**config.mk**
```make
export PLATFORM = sky130hd
export DESIGN_NAME = systolic_feeder
export DESIGN_NICKNAME = d
export VERILOG_FILES = /design/src/rtl/systolic_feeder.sv
export SDC_FILE = /design/constraint.sdc
export NUM_CORES = 1
export LEC_CHECK = 0
export CAP_MARGIN = 20
export CORE_ASPECT_RATIO = 2
export CORE_MARGIN = 5
export CORE_UTILIZATION = 36
export CTS_CLUSTER_DIAMETER = 150
export CTS_CLUSTER_SIZE = 20
export DETAILED_ROUTE_END_ITERATION = 6
export HOLD_SLACK_MARGIN = 0.02
export PLACE_DENSITY = 0.57
export SLEW_MARGIN = 0
export SYNTH_ARGS = -nofsm -noshare
export SYNTH_HDL_FRONTEND = slang
export SYNTH_SLANG_ARGS = --single-unit
```
**constraint.sdc**
```tcl
create_clock -name clk -period 2.51 [get_ports clk]
set_input_delay 0.251 -clock clk [delete_from_list [all_inputs] [get_ports clk]]
set_output_delay 0.251 -clock clk [all_outputs]
set_load 0.01 [all_outputs]
```
**src/rtl/systolic_feeder.sv**
```systemverilog
// Feeder for a 4x4 output-stationary MAC array: holds A/B, streams skewed operands.
// Optional FEEDER_JOB_CNT_EN adds a 16-bit completed-job counter output.
module systolic_feeder #(
    parameter int DATA_WIDTH = 8,
    parameter int N          = 4
) (
    input  logic                  clk,
    input  logic                  rst,
    input  logic                  load_valid,
    output logic                  load_ready,
    input  logic                  load_sel,
    input  logic [1:0]            load_row,
    input  logic [DATA_WIDTH*N-1:0] load_data,
    input  logic                  start,
    output logic                  busy,
    output logic                  done,
    output logic                  arr_clr,
    output logic                  we,
    output logic [DATA_WIDTH*N-1:0] a_out,
`ifdef FEEDER_JOB_CNT_EN
    output logic [DATA_WIDTH*N-1:0] b_out,
    output logic [15:0]           job_cnt
`else
    output logic [DATA_WIDTH*N-1:0] b_out
`endif
);

    localparam int SKEW_CYCLES = 3 * N - 2;
    localparam int T_W         = $clog2(SKEW_CYCLES);
    localparam logic [T_W-1:0] T_LAST = T_W'(SKEW_CYCLES - 1);

    typedef enum logic [2:0] {
        S_IDLE,
        S_CLEAR,
        S_STREAM,
        S_FLUSH,
        S_DONE
    } state_e;

    typedef logic [N-1:0][N-1:0][DATA_WIDTH-1:0] mat_t;

    state_e                  state_q, state_d;
    logic [T_W-1:0]          t_q, t_d;
    mat_t                    a_q, a_d, b_q, b_d;
    logic                    done_q, done_d;
    logic                    arr_clr_q, arr_clr_d;
    logic                    we_q, we_d;
    logic [DATA_WIDTH*N-1:0] a_out_q, a_out_d;
    logic [DATA_WIDTH*N-1:0] b_out_q, b_out_d;

    // NOTE: every signal driven here gets a default first, so no path leaves it unassigned and no latch is inferred.
    always_comb begin
        state_d = state_q;
        t_d     = t_q;
        a_d     = a_q;
        b_d     = b_q;

        if (load_valid && state_q == S_IDLE) begin
            if (load_sel) b_d[load_row] = load_data;
            else          a_d[load_row] = load_data;
        end

        case (state_q)
            S_IDLE:   if (start) state_d = S_CLEAR;
            S_CLEAR: begin
                state_d = S_STREAM;
                t_d     = '0;
            end
            S_STREAM: begin
                if (t_q == T_LAST) state_d = S_FLUSH;
                else               t_d     = t_q + 1'b1;
            end
            S_FLUSH:  state_d = S_DONE;
            S_DONE:   state_d = S_IDLE;
            default:  state_d = S_IDLE;
        endcase
    end

    // Outputs are decoded from the next state so they appear registered, aligned with the state they describe.
    always_comb begin
        done_d    = (state_d == S_DONE);
        arr_clr_d = (state_d == S_CLEAR);
        we_d      = (state_d == S_STREAM);
        a_out_d   = '0;
        b_out_d   = '0;
        if (state_d == S_STREAM) begin
            for (int lane = 0; lane < N; lane++) begin
                for (int kk = 0; kk < N; kk++) begin
                    if (t_d == T_W'(lane + kk)) begin
                        a_out_d[lane*DATA_WIDTH +: DATA_WIDTH] = a_q[lane][kk];
                        b_out_d[lane*DATA_WIDTH +: DATA_WIDTH] = b_q[kk][lane];
                    end
                end
            end
        end
    end

    // NOTE: sequential state uses non-blocking assignments so all flops update from pre-edge values.
    // NOTE: the operand storage is reset as well, because a job launched after reset must stream zeros.
    always_ff @(posedge clk) begin
        if (rst) begin
            state_q   <= S_IDLE;
            t_q       <= '0;
            a_q       <= '0;
            b_q       <= '0;
            done_q    <= 1'b0;
            arr_clr_q <= 1'b0;
            we_q      <= 1'b0;
            a_out_q   <= '0;
            b_out_q   <= '0;
        end else begin
            state_q   <= state_d;
            t_q       <= t_d;
            a_q       <= a_d;
            b_q       <= b_d;
            done_q    <= done_d;
            arr_clr_q <= arr_clr_d;
            we_q      <= we_d;
            a_out_q   <= a_out_d;
            b_out_q   <= b_out_d;
        end
    end

`ifdef FEEDER_JOB_CNT_EN
    logic [15:0] job_cnt_q, job_cnt_d;

    always_comb begin
        job_cnt_d = job_cnt_q;
        if (state_q == S_DONE) job_cnt_d = job_cnt_q + 16'd1;
    end

    always_ff @(posedge clk) begin
        if (rst) job_cnt_q <= '0;
        else     job_cnt_q <= job_cnt_d;
    end

    assign job_cnt = job_cnt_q;
`endif

    assign load_ready = (state_q == S_IDLE);
    assign busy       = (state_q != S_IDLE);
    assign done       = done_q;
    assign arr_clr    = arr_clr_q;
    assign we         = we_q;
    assign a_out      = a_out_q;
    assign b_out      = b_out_q;

endmodule
```
==> metrics.txt <==
status finished, final reports clean; worst slew pin tran 1.03 ns; critical path arrival 2.86 ns; die height 278 um; Via density 5.47; syn_area_per_cell 8.16 sq um; CTS Buffer Depth 3; cells after synthesis 1587; Core ar. 35700 sq um; chip width 144 um; register share of total power 0.559; CTS Buf Count 20; Sink Count 330; wire per inst 21.7 um; top_reg_cell synth dfxtp_1; crit-path cells inv_1 > ha_1 > and3b_2 > o31ai_4 > buf_4 > o32ai_4 > buf_12 > a221oi_1 > nor3_1 > a21o_1; H-Tree Depth 1; Root Driver clkbuf_16; synth unique cells 59; final setup margin 0.0811 ns; Worst slew margin 0.313; starting density of the core 0.363; wire length of the first global-routing pass 67500 um; final-report hold violation count 0; power per cell area 625 nW/um^2; Bufs and invs on worst path 3; Leak 5.19 nW; Yosys reg bits 330; Worst Setup Path Type reg2reg; Rows 98; Port Buf Inserts 107; Clk network pwr share 0.341; detailed-route via count 11437; Max rail drop VDD 399 uV; clk_skew 0.0182 ns; proportion of synthesized chip area in sequential cells 0.510; remaining global-route overflow 0; switching part of the total power 0.258; max_cap viols 0; # IOs 108; total track usage 0.220; Post-Syn Area 13000 sq um; n_diodes 0; ys async rst share 0; internal power 7.14 mW; worst path required time 2.94 ns; count of pins over their slew limit 0; RSZ-0062 raised after global routing yes; Synth area leaders dfxtp_1 51%, nand2_1 15%, a21oi_1 11%; layout cells sized above 1 0.0897; number of synthesized flops with an enable pin 0; Area growth syn-to-layout 18.7%; Clock transition at path regs 0.09 ns; area leader, netlist dfxtp_1; CTS tree built; RD Place Congestion 0.840; Initial DRC Count 1053; hold crit path type in2reg; largest net degree at the start of global routing 189; delay of the slowest cell on the worst path 0.35 ns; drt drc 0; slowest CP cell dfxtp_1; placed cell area 14700 sq um; dpl hpwl 28700 um; final net count 1680; Routed WL 45400 um; vias in the first global route 10987; CP top delay family compound AO/OA/AOI/OAI gates; top-area cell type share of the netlist area 0.510; sw power 2.48 mW; Synth Net Count 1628; initial antenna violation count 0; yosys warns 0; Comb power frac 0.100; drt first pass iters 5; Finish-stage setup viols 0; final worst path period share 0.968; crit-path max FO 22; Final Cell Area 15400 sq um; Final Util 0.431; Die ar. 40100 sq um; FMAX 0.412 GHz; Crit. End Element flop; Final ANT Viol Nets 0; clock latency on the worst-skew pair 0.54 ns; minimum clock period 2.43 ns; element type at the critical path start flop; Place WS -0.0403 ns; Hold Slack 0.108 ns
worst reg2reg max path, stage by stage, from the launching register on:
cell and delay, ns:
dfxtp_1 0.35, inv_1 0.06, ha_1 0.19, and3b_2 0.27, o31ai_4 0.24, buf_4 0.17
o32ai_4 0.17, buf_12 0.23, a221oi_1 0.33, nor3_1 0.13, a21o_1 0.18
final cells by class:
type                            instances  area [sq um]
Clock buffer                           21           526
Tap cell                              450           563
Inverter                                6          22.5
Timing Repair Buffer                  187          1990
Clock inverter                          1          11.3
Multi-Input combinational cell       1094          5670
Sequential cell                       330          6610
Fill cell                            3513         20300
flip-flops by register name, summed over array words and instances, names as in the netlist:
signal,cells
we,1
done,1
a_q,128
t_q,4
state_q,3
a_out,32
b_out,32
b_q,128
arr_clr,1
power groups by stage:
stage | sequential (mW) | clock (mW) | combinational, mW
after floorplan | 5.48 | 0 | 0.522
after global placement | 5.49 | 0 | 0.918
after detailed placement | 5.50 | 0 | 0.925
after CTS | 5.37 | 3.37 | 0.934
after global routing | 5.39 | 3.54 | 1.01
final | 5.37 | 3.28 | 0.959
synth_stat cells (3+ instances only):
cell type	n
nand3_1	8
a22o_1	13
nand2_1	534
buf_4	34
nand3b_1	5
a221oi_1	38
and3_1	8
nor3_1	36
nor3b_2	4
o21ai_0	4
buf_2	50
a2bb2oi_1	32
a221oi_2	10
a21oi_1	273
nor2_1	52
a222oi_1	16
buf_1	3
clkbuf_1	68
nor2b_1	17
dfxtp_1	330
inv_1	6
metal layers:
layer / wire length, um / share of wire / GRT usage / vias to the layer above
met5: 0 / 0 / 0 / -
met4: 2960 / 0.065 / 0.126 / 0
met3: 2390 / 0.053 / 0.0230 / 115
met2: 22400 / 0.49 / 0.370 / 391
met1: 17600 / 0.39 / 0.270 / 5500
li1: - / - / - / 5431
metrics by stage:
step	std cells	setup TNS (ns)	power [mW]
3_3_place_gp	2059	-0.0713	6.41
5_1_grt	2089	-0.213	9.93
4_1_cts	2083	0	9.67
2_1_floorplan	1587	0	6.00
6_report	2089	0	9.62
3_5_place_dp	2059	-0.253	6.42
cell usage in the layout (no fill, tap or decap), types with 5 or more instances in the layout:
cell type	n
buf_4	52
a22o_1	13
a221oi_2	17
buf_6	5
buf_12	22
dfxtp_1	330
clkbuf_16	22
inv_1	6
nor3_1	35
nand3b_1	5
nor2_1	52
a21oi_1	273
clkdlybuf4s50_1	106
a2bb2oi_1	32
nand2_1	534
a221oi_1	30
nand3_1	8
nor2b_1	17
a222oi_1	16
and3_1	8
final timing paths:
| path | end | slack, ns | cells after the start | startpoint |
|---|---|---|---|---|
| setup reg to reg | a_out[30] | 0.08 | 10 | t_q[1] |
| hold / removal | state_q[2] | 0.11 | 3 | rst |
| setup / recovery | a_out[30] | 0.08 | 10 | t_q[1] |
| hold reg to reg | a_out[6] | 0.45 | 2 | a_q[14] |
timing repair:
action / CTS / global route
hold buffers: 0 / 0
setup endpoints to repair: 29 / 19
pin swaps: 1 / 7
cloned: 0 / 1
gates resized for setup: 0 / 15
buffers inserted: 2 / 4
logic make-up after synthesis:
| logic type | count (synthesis) | synth area share |
|---|---|---|
| AO/OA/AOI/OAI | 409 | 0.207 |
| flip-flops | 330 | 0.510 |
| AND/OR/NAND/NOR | 681 | 0.216 |
| adder cells (fa/ha/maj) | 2 | 0.00193 |
| XOR/XNOR | 1 | 0.000676 |
| multiplexers | 1 | 0.000773 |
| buffers and inverters | 163 | 0.0631 |
Power figures use the tool's default switching activity.
